$ cat src/rtl/manchester_rx.sv
// Oversampling Manchester receiver: recovers bit timing from mid-bit transitions,
// hunts for the start-of-frame delimiter, then deserialises DW-bit words.
// Window limits are measured in clk cycles between successive detected edges,
// so a mid-bit spacing of exactly 3*OVS/4 .. 5*OVS/4 cycles is accepted.
module manchester_rx #(
    parameter int unsigned   OVS = 8,
    parameter int unsigned   DW  = 8,
    parameter logic [DW-1:0] SFD = 8'hD5
) (
    input  logic          clk,
    input  logic          rst,
    input  logic          line_in,
    input  logic          rx_en,
    output logic [DW-1:0] d_out,
    output logic          d_valid,
    output logic          sync_lock,
    output logic          code_err
);

    localparam int unsigned CntW = $clog2(2 * OVS) + 1;
    localparam int unsigned BcW  = (DW > 1) ? $clog2(DW) : 1;

    localparam logic [CntW:0]  MidLo  = (CntW + 1)'(3 * OVS / 4);
    localparam logic [CntW:0]  MidHi  = (CntW + 1)'(5 * OVS / 4);
    localparam logic [BcW-1:0] BcLast = BcW'(DW - 1);

    typedef enum logic [1:0] {StIdle, StHunt, StData} state_e;

    state_e          state_q, state_d;
    logic            s1_q, s2_q, s3_q;
    logic [CntW-1:0] cnt_q, cnt_d;
    logic [DW-1:0]   sh_q, sh_d;
    logic [BcW-1:0]  bcnt_q, bcnt_d;
    logic [DW-1:0]   d_out_q, d_out_d;
    logic            d_valid_q, d_valid_d;
    logic            code_err_q, code_err_d;

    logic            line_edge;
    logic            rx_bit;
    logic [CntW:0]   since;
    logic            mid_edge;
    logic            timeout;
    logic [DW-1:0]   sh_shift;

    assign line_edge = s2_q ^ s3_q;
    assign rx_bit    = s2_q;
    // Cycles elapsed since the last accepted mid-bit edge, counting this one.
    assign since     = {1'b0, cnt_q} + 1'b1;
    assign mid_edge  = line_edge && (since >= MidLo) && (since <= MidHi);
    assign timeout   = (since > MidHi);
    assign sh_shift  = {rx_bit, sh_q[DW-1:1]};

    // Next-state, shift register, word assembly and strobe generation.
    always_comb begin
        state_d    = state_q;
        cnt_d      = (cnt_q == '1) ? cnt_q : cnt_q + 1'b1;
        sh_d       = sh_q;
        bcnt_d     = bcnt_q;
        d_out_d    = d_out_q;
        d_valid_d  = 1'b0;
        code_err_d = 1'b0;

        if (!rx_en) begin
            // Disable wins over everything, including a coincident timeout.
            state_d = StIdle;
            sh_d    = '0;
            bcnt_d  = '0;
        end else begin
            unique case (state_q)
                StIdle: begin
                    sh_d   = '0;
                    bcnt_d = '0;
                    // Preamble starts with a 1, so the first edge is a mid-bit edge.
                    if (line_edge) begin
                        state_d = StHunt;
                        sh_d    = {rx_bit, {(DW - 1){1'b0}}};
                        cnt_d   = '0;
                    end
                end
                StHunt: begin
                    if (timeout) begin
                        state_d = StIdle;
                    end else if (mid_edge) begin
                        cnt_d = '0;
                        sh_d  = sh_shift;
                        if (sh_shift == SFD) begin
                            state_d = StData;
                            bcnt_d  = '0;
                        end
                    end
                end
                StData: begin
                    if (timeout) begin
                        // Silence on a word boundary is a normal end of frame.
                        state_d    = StIdle;
                        code_err_d = (bcnt_q != '0);
                    end else if (mid_edge) begin
                        cnt_d = '0;
                        sh_d  = sh_shift;
                        if (bcnt_q == BcLast) begin
                            d_out_d   = sh_shift;
                            d_valid_d = 1'b1;
                            bcnt_d    = '0;
                        end else begin
                            bcnt_d = bcnt_q + 1'b1;
                        end
                    end
                end
                default: state_d = StIdle;
            endcase
        end
    end

    // Input synchroniser and all receiver state.
    always_ff @(posedge clk or posedge rst) begin
        if (rst) begin
            s1_q       <= 1'b0;
            s2_q       <= 1'b0;
            s3_q       <= 1'b0;
            state_q    <= StIdle;
            cnt_q      <= '0;
            sh_q       <= '0;
            bcnt_q     <= '0;
            d_out_q    <= '0;
            d_valid_q  <= 1'b0;
            code_err_q <= 1'b0;
        end else begin
            s1_q       <= line_in;
            s2_q       <= s1_q;
            s3_q       <= s2_q;
            state_q    <= state_d;
            cnt_q      <= cnt_d;
            sh_q       <= sh_d;
            bcnt_q     <= bcnt_d;
            d_out_q    <= d_out_d;
            d_valid_q  <= d_valid_d;
            code_err_q <= code_err_d;
        end
    end

    assign d_out     = d_out_q;
    assign d_valid   = d_valid_q;
    assign code_err  = code_err_q;
    assign sync_lock = (state_q == StData);

endmodule

$ cat config.mk
export PLATFORM = sky130hd
export DESIGN_NAME = manchester_rx
export DESIGN_NICKNAME = d
export VERILOG_FILES = /design/src/rtl/manchester_rx.sv
export SDC_FILE = /design/constraint.sdc
export NUM_CORES = 1
export LEC_CHECK = 0
export ABC_AREA = 1
export BUFFER_PORTS_ARGS = -buffer_cell sky130_fd_sc_hd__buf_2
export CAP_MARGIN = 0
export CORE_MARGIN = 1.5
export CORE_UTILIZATION = 35
export CTS_BUF_LIST = sky130_fd_sc_hd__clkbuf_4
export DETAILED_ROUTE_END_ITERATION = 10
export PLACE_DENSITY = 0.61
export SYNTH_ARGS = -nofsm -noshare
export SYNTH_HDL_FRONTEND = slang
export SYNTH_SLANG_ARGS = --single-unit
$ cat constraint.sdc
create_clock -name clk -period 2.2 [get_ports clk]
set_input_delay 0.11 -clock clk [delete_from_list [all_inputs] [get_ports clk]]
set_output_delay 0.11 -clock clk [all_outputs]
set_load 0.05 [all_outputs]
==> impl_metrics.tcl, run 1 <==
set metrics [dict create \
    required_ns 2.43 \
    syn-num-nets 223 \
    hold_class "input port to flip-flop" \
    dpl_cell_area_mm2 0.001872 \
    die_y_um 72.27 \
    drv_cap 0 \
    numCtsBuffers 5 \
    placement_rows 25 \
    hold_viol 0 \
    clock-root-buffer "clkbuf_4" \
    critPathMaxFanout 4 \
    seq_area_frac_synth_pct 44.71 \
    fin_worst_skew_ns 0.006810 \
    remaining_drc_errors 0 \
    clockBufferDepth 2 \
    p_leak_nw 1.142 \
    clk_pin_slew_ns 0.10 \
    fin_crit_sh_pct 96.06 \
    syn-instance-count 206 \
    die_width_um 72.27 \
    slowest_delay_ns 0.37 \
    clk_latency_ns 0.34 \
    fmax_mhz 473.2 \
    grt_use_met1_pct 18.17 \
    n_antenna_cell 0 \
    path_delay_family "simple AND/OR/NAND/NOR gates" \
    layout-drive-gt1-share_pct 25.00 \
    cts_sinks 30 \
    synth.distinct_cells 25 \
    slowest_stage "dfrtp_1" \
    postLayoutCoreUtil_pct 44.16 \
    worstPathCellList "ha_2, nand2_4, nor2_4, inv_2, ha_4, inv_2, nand3_2, nor2_2, nand3_2, nand2_4, buf_4, buf_4, a21oi_4, nand3_1, nand2_1, nand2_1" \
    dieArea_mm2 0.005222 \
    cp.arrival_ns 2.35 \
    maxSlewViolCount 0 \
    core_area_mm2 0.004661 \
    grt_usage_pct 13.32 \
    area_delta_synth_final_pct 22.58 \
    met2_usage_pct 19.86 \
    min_period_ns 2.113 \
    yosysWarnings 0 \
    grt_pass1_vias 1212 \
    r2r_slack_ns 0.09 \
    vias 1418 \
    tightest_slew_ns 0.3859 \
    dpl.hpwl_um 2258 \
    vdd_drop_max_uv 542.9 \
    rsz0062_at_grt "yes" \
    finalSetupViolCount 0 \
    fin_area_mm2 0.002058 \
    grt_pass1_wl_um 5326 \
    nFillCells 458 \
    start_util_pct 36.03 \
    cp-end-kind "flip-flop" \
    cts_tree "done" \
    routed_wl_um 3285 \
    start_kind "flip-flop" \
    drtIter0Drc 94 \
    nets 260 \
    maxSlewHeadroom_pct 74.27 \
    place_congestion 0.8069 \
    io_pins 15 \
    vias_per_cell 4.758 \
    yosys_register_bits 30 \
    cts_max_level 2 \
    drtPass1Iterations 4 \
    top_usage_layer "met2" \
    syn_area_per_cell_um2 8.151 \
    grt_util_met3_pct 4.583 \
    antenna_found_initial 0 \
    hold_ws_ns 0.1948 \
    grt_max_degree 31 \
    critical_path_buf_inv_count 4 \
    status "complete, no violations" \
    finalPower_w 0.002078 \
    crit_type "flip-flop to flip-flop" \
    powerDensity_mw_per_mm2 1010 \
    ant_nets 0 \
    grt_remaining_overflow 0 \
    wl_per_cell_um 11.02 \
    synth_area_mm2 0.001679 \
    io_buffers 14 \
]
-- repair_timing --
action                     in CTS  in global routing
setup buffers                   0                  7
hold buffers                    2                  0
setup endpoints to repair       0                 26
resized for setup               0                 18
hold endpoints to repair       31                  0
-- metal layers --
layer  wire length [µm]  up-vias
met5                  0        -
met1               1627      653
li1                   -      729
met4                 42        0
met2               1489       30
met3                125        6
-- per-stage QoR --
step                      std cells  setup TNS (ns)  setup slack, ns
after floorplan                 206               0         0.003367
after global placement          281               0          0.07312
after detailed placement        281               0          0.03553
after CTS                       291               0         0.009029
after global routing            298         -0.5963         -0.07815
final                           298               0          0.08673
-- sequential cells by signal, summed over array words and instances (netlist names) --
| signal | flops |
|---|---|
| s1_q | 1 |
| code_err | 1 |
| sh_q | 7 |
| d_out | 8 |
| cnt_q | 5 |
| state_q | 2 |
| s3_q | 1 |
| rx_bit | 1 |
| bcnt_q | 3 |
| d_valid | 1 |
-- final timing paths --
check	startpoint	endpoint	depth (start not counted)
setup / recovery	cnt_q[1]	state_q[0]	16
hold reg to reg	s1_q	rx_bit	0
setup reg to reg	cnt_q[1]	state_q[0]	16
max in group asynchronous	rst	d_out[0]	4
min in group asynchronous	rst	d_valid	4
hold / removal	rx_en	state_q[0]	5
-- power by group --
group | internal, W | total (W) | switching, W
sequential | 0.000623 | 0.000690 | 0.0000663
clock | 0.000119 | 0.000327 | 0.000208
combinational | 0.000391 | 0.00106 | 0.000670
-- kinds of logic (layout without fill, tap and decap cells) --
family,count (synthesis),after routing,synth area share [%]
adders and majority gates,13,13,9.687
buffers and inverters,29,67,6.855
DFF,30,30,44.71
AOI/OAI and AO/OA,15,15,4.993
xor gates and xnor gates,1,1,0.5217
and+or+nand+nor,118,118,33.23
-- final cells by class --
class,instances,area (µm²),area share (%)
clock buffers,5,37.54,1.824
clock inverters,3,16.27,0.7903
inverters,28,110.1,5.350
multi-input cells,147,873.3,42.43
flip-flops and latches,30,750.7,36.47
well taps,54,67.56,3.283
repair buffers,31,202.7,9.848
-- worst reg2reg max path, cell delays in order (launching register included) --
cell,delay (ns)
dfrtp_1,0.37
ha_2,0.21
nand2_4,0.06
nor2_4,0.12
inv_2,0.05
ha_4,0.27
inv_2,0.03
nand3_2,0.06
nor2_2,0.04
nand3_2,0.09
nand2_4,0.06
buf_4,0.13
buf_4,0.15
a21oi_4,0.13
nand3_1,0.11
nand2_1,0.07
nand2_1,0.05
-- Yosys cell counts --
library cell / count / share of area, %
nand3_2: 1 / 0.60
o21ai_0: 3 / 0.89
inv_6: 1 / 0.52
dfrtp_1: 30 / 45
nor4_1: 1 / 0.37
a211oi_1: 1 / 0.45
nor3b_1: 2 / 0.89
nand3_4: 1 / 1.0
ha_1: 13 / 9.7
o211ai_1: 1 / 0.45
o21ai_2: 1 / 0.52
nor3_1: 1 / 0.30
a21oi_1: 9 / 2.7
nand4_1: 7 / 2.6
nand3_1: 11 / 3.3
nand2_2: 5 / 1.9
nor2_1: 11 / 2.5
buf_2: 1 / 0.30
nand2_1: 74 / 17
inv_1: 27 / 6.0
nand3b_1: 1 / 0.45
nand2_4: 1 / 0.67
nor3_4: 1 / 0.97
nor2_8: 1 / 1.2
xor2_1: 1 / 0.52
-- cell usage in the layout (no fill, tap or decap), types with 2 or more instances in the layout --
| master | count |
|---|---|
| o21ai_0 | 3 |
| buf_4 | 15 |
| nand2_4 | 2 |
| clkbuf_4 | 5 |
| dlygate4sd3_1 | 2 |
| ha_1 | 11 |
| nor2_1 | 9 |
| nand4_1 | 7 |
| dfrtp_1 | 30 |
| nand2_2 | 6 |
| a21oi_1 | 7 |
| nand2_1 | 72 |
| buf_2 | 14 |
| inv_2 | 3 |
| inv_1 | 24 |
| nor3b_1 | 2 |
| nand3_2 | 3 |
| nand3_1 | 9 |
Power figures use the tool's default switching activity.
==> inputs of run 2 (changes only) <==
==> constraint.sdc (replaced) <==
create_clock -name clk -period 2.2 [get_ports clk]
set_input_delay 0.55 -clock clk [delete_from_list [all_inputs] [get_ports clk]]
set_output_delay 0.55 -clock clk [all_outputs]
set_load 0.05 [all_outputs]
==> run 2 against run 1 <==
Effect of this change: first-iteration DRC count fell by 11%; hold slack improved by 0.071 ns; clock power barely moved; largest cell class unchanged.
==> impl_metrics.tcl, run 2 (same netlist as run 1, synthesis figures left out) <==
set metrics [dict create \
    status "complete, no violations" \
    die_width_um 72.27 \
    grt_usage_pct 13.26 \
    ant_nets 0 \
    wl_per_cell_um 11.06 \
    start_util_pct 36.03 \
    hold_ws_ns 0.2659 \
    ff2ff_path_depth 16 \
    n_antenna_cell 0 \
    tns_ns 0 \
    cts_sinks 30 \
    required_ns 2.43 \
    cp.arrival_ns 2.35 \
    numCtsBuffers 5 \
    finalSetupViolCount 0 \
    nFillCells 460 \
    antenna_found_initial 0 \
    critPathMaxFanout 4 \
    final_cells 296 \
    vdd_drop_max_uv 543.6 \
    powerDensity_mw_per_mm2 1018 \
    grt_remaining_overflow 0 \
    dpl.hpwl_um 2258 \
    min_period_ns 2.118 \
    nets 258 \
    cts_tree "done" \
    maxSlewViolCount 0 \
    drtPass1Iterations 4 \
    largest_reg_flops 8 \
    slowest_stage "dfrtp_1" \
    worstPathCellList "ha_2, nand2_4, nor2_4, inv_2, ha_4, inv_2, nand3_2, nor2_2, nand3_2, nand2_4, buf_4, buf_4, a21oi_4, nand3_1, nand2_1, nand2_1" \
    p_leak_nw 1.134 \
    start_kind "flip-flop" \
    routed_wl_um 3275 \
    area_delta_synth_final_pct 21.39 \
    maxSlewHeadroom_pct 74.12 \
    drv_cap 0 \
    vias 1406 \
    placedCellCount 281 \
    finalPower_w 0.002074 \
    io_pins 15 \
    grt_pass1_vias 1207 \
    reg2reg_from "cnt_q[1]" \
    critPathLaunch "cnt_q[1]" \
    slowest_delay_ns 0.37 \
    placement_rows 25 \
    critical_path_buf_inv_count 4 \
    hold_viol 0 \
    clockBufferDepth 2 \
    fmax_mhz 472.2 \
    die_y_um 72.27 \
    clock-root-buffer "clkbuf_4" \
    core_area_mm2 0.004661 \
    clk_pin_slew_ns 0.10 \
    path_delay_family "simple AND/OR/NAND/NOR gates" \
    place_congestion 0.8069 \
    fin_area_mm2 0.002038 \
    drtIter0Drc 84 \
    r2r_slack_ns 0.08 \
    cts_max_level 2 \
    fin_worst_skew_ns 0.006474 \
    seqCellArea_um2 750.7 \
    worstReg2RegEnd "state_q[0]" \
    io_buffers 14 \
    multiInputGateArea_um2 873.3 \
    layout-drive-gt1-share_pct 25.21 \
    vias_per_cell 4.750 \
    hold_class "input port to asynchronous set/reset pin" \
    fin_crit_sh_pct 96.26 \
    tightest_slew_ns 0.3882 \
    crit_type "flip-flop to flip-flop" \
    grt_max_degree 31 \
    clk_latency_ns 0.34 \
    rsz0062_at_grt "yes" \
    dieArea_mm2 0.005222 \
    cp-end-kind "flip-flop" \
    dpl_cell_area_mm2 0.001872 \
    remaining_drc_errors 0 \
    layout_common_cells "72 x nand2_1, 30 x dfrtp_1, 24 x inv_1" \
    grt_pass1_wl_um 5299 \
    final_common_cell "nand2_1" \
]
## run 2: stage by stage
stage | util [%] | setup slack (ns)
6_report | 43.73 | 0.08231
5_1_grt | 43.73 | -0.07815
4_1_cts | 41.32 | 0.009029
3_5_place_dp | 40.16 | 0.03553
3_3_place_gp | 40.16 | 0.07312
2_1_floorplan | - | 0.003367
## run 2: routing by layer
layer	wire (µm)	share of wire (%)	track usage, %
met5	0	0	0
met4	39	1.2	4.403
met3	150	4.6	4.583
met2	1485	45	19.75
met1	1599	49	18.08
## run 2: area by class of cell
type	instances	area share [%]
Clock inverter	3	0.7980
Clock buffer	5	1.842
Inverter	28	5.402
Sequential cell	30	36.83
Timing Repair Buffer	29	8.963
Multi-Input combinational cell	147	42.85
Tap cell	54	3.315
## run 2: worst max path at each step
stage                 end  slack [ns]  cells after the start
2_1_floorplan    d_out[4]       0.003                     15
3_5_place_dp      sh_q[7]        0.04                     15
4_1_cts          d_out[4]       0.009                     15
3_3_place_gp     d_out[1]        0.07                     15
6_report       state_q[0]        0.08                     16
5_1_grt           sh_q[4]       -0.08                     14
## run 2: what timing repair did
| action | 4_1_cts | 5_1_grt |
|---|---|---|
| endpoints found under the setup margin | 0 | 26 |
| hold buffers | 0 | 0 |
| resized for setup | 0 | 18 |
| setup buffers | 0 | 7 |
## run 2: power by group
group	internal (W)	leakage, nW	switching (W)	total [W]
registers	0.000623	0.404	0.0000661	0.000689
logic	0.000389	0.701	0.000670	0.00106
clock network	0.000119	0.0286	0.000208	0.000327
## run 2: tightest hold or removal path, stage by stage
cell   delay (ns)
buf_2        0.10
inv_1        0.04
buf_4        0.34
==> inputs of run 3 (changes only) <==
- MAX_ROUTING_LAYER: default -> met4
==> run 3 against run 2 <==
Effect of this change: die area did not move; cell area is the same; hold slack better by 0.0020 ns; power is essentially flat; critical path depth did not move; combinational power hardly changed; clock power hardly changed; setup slack better by 0.00077 ns; global-route usage rose by 0.40 points; first-iteration DRC count rose by 2.4%; register-to-register slack hardly changed.
==> impl_metrics.tcl, run 3 (same netlist as run 1, synthesis figures left out) <==
set metrics [dict create \
    place_congestion 0.8187 \
    grt_max_degree 31 \
    io_buffers 14 \
    tns_ns 0 \
    dpl.hpwl_um 2258 \
    remaining_drc_errors 0 \
    critPathMaxFanout 4 \
    dieArea_mm2 0.005222 \
    rsz0062_at_grt "yes" \
    n_antenna_cell 0 \
    ant_nets 0 \
    cts_sinks 30 \
    required_ns 2.43 \
    placement_rows 25 \
    maxSlewViolCount 0 \
    vdd_drop_max_uv 541.8 \
    antenna_found_initial 0 \
    cp.arrival_ns 2.35 \
    start_util_pct 36.03 \
    vias_per_cell 4.716 \
    layout_common_cells "72 x nand2_1, 30 x dfrtp_1, 24 x inv_1" \
    core_area_mm2 0.004661 \
    area_delta_synth_final_pct 21.39 \
    wl_per_cell_um 11.03 \
    drtPass1Iterations 4 \
    holdBufCountCts 0 \
    finalSetupViolCount 0 \
    hold_class "input port to asynchronous set/reset pin" \
    grt_remaining_overflow 0 \
    nFillCells 460 \
    largest_reg_flops 8 \
    vias 1396 \
    status "complete, no violations" \
    slowest_delay_ns 0.37 \
    powerDensity_mw_per_mm2 1017 \
    tightest_slew_ns 0.3898 \
    die_width_um 72.27 \
    postLayoutCoreUtil_pct 43.73 \
    grt_pass1_vias 1204 \
    layout-drive-gt1-share_pct 25.21 \
    drv_cap 0 \
    fin_worst_skew_ns 0.006477 \
    r2r_slack_ns 0.08 \
    clk_pin_slew_ns 0.10 \
    crit_type "flip-flop to flip-flop" \
    maxSlewHeadroom_pct 74.02 \
    die_y_um 72.27 \
    grt_usage_pct 13.65 \
    min_period_ns 2.117 \
    finalPower_w 0.002073 \
    clockBufferDepth 2 \
    final_common_cell "nand2_1" \
    start_kind "flip-flop" \
    worstPathCellList "ha_2, nand2_4, nor2_4, inv_2, ha_4, inv_2, nand3_2, nor2_2, nand3_2, nand2_4, buf_4, buf_4, a21oi_4, nand3_1, nand2_1, nand2_1" \
    nets 258 \
    cts_tree "done" \
    numCtsBuffers 5 \
    fin_crit_sh_pct 96.22 \
    clock-root-buffer "clkbuf_4" \
    io_pins 15 \
    clk_latency_ns 0.34 \
    fmax_mhz 472.4 \
    routed_wl_um 3265 \
    p_leak_nw 1.134 \
    cp-end-kind "flip-flop" \
    cts_max_level 2 \
    grt_pass1_wl_um 5299 \
    drtIter0Drc 86 \
    slowest_stage "dfrtp_1" \
    hold_viol 0 \
]
==> run 3: what timing repair did <==
action | 4_1_cts | 5_1_grt
buffers inserted | 0 | 7
setup endpoints to repair | 0 | 26
resized for setup | 0 | 18
==> run 3: final cells by class <==
cell class | instances | area, µm² | area share [%]
inverter | 28 | 110.1 | 5.402
timing repair buffer | 29 | 182.7 | 8.963
sequential | 30 | 750.7 | 36.83
tap | 54 | 67.56 | 3.315
multi-input combinational | 147 | 873.3 | 42.85
clock inverter | 3 | 16.27 | 0.7980
clock buffer | 5 | 37.54 | 1.842
==> run 3: stage by stage <==
stage               area (µm²)  hold slack, ns  worst slack [ns]  std cells
global route              2038          0.2835          -0.07815        296
global placement          1872          0.3354           0.07312        281
detailed placement        1872          0.3373           0.03553        281
CTS                       1926          0.2708          0.009029        289
finish                    2038          0.2679           0.08308        296
floorplan                 1679          0.3312          0.003367        206
==> run 3: metal layers <==
layer | part of all wire [%] | routed length, µm | global-route usage [%]
met1 | 49 | 1611 | 18.08
met2 | 45 | 1482 | 19.75
met3 | 4.0 | 129 | 4.583
met4 | 1.3 | 42 | 4.403
met5 | 0 | 0 | -
==> run 3: worst max-delay path: cells and delay by family, from the launching register on <==
kind                     cells  cell delay [ns]
AND/OR/NAND/NOR              9             0.66
adder cells (fa/ha/maj)      2             0.48
flip-flops                   1             0.37
buffers and inverters        4             0.36
AO/OA/AOI/OAI                1             0.13
==> run 3: path summary, 6_finish.rpt <==
kind                       startpoint          to  cells past startpoint
min                               rst     d_valid                      3
max reg2reg                  cnt_q[1]  state_q[0]                     16
max in group asynchronous         rst  state_q[0]                      3
min in group clk              line_in        s1_q                      1
max                          cnt_q[1]  state_q[0]                     16
min reg2reg                      s1_q      rx_bit                      0
==> run 3: power by group <==
part	switching (W)	internal (W)	leakage, nW
clock	0.000207	0.000119	0.0286
sequential	0.0000660	0.000623	0.404
combinational	0.000669	0.000389	0.701
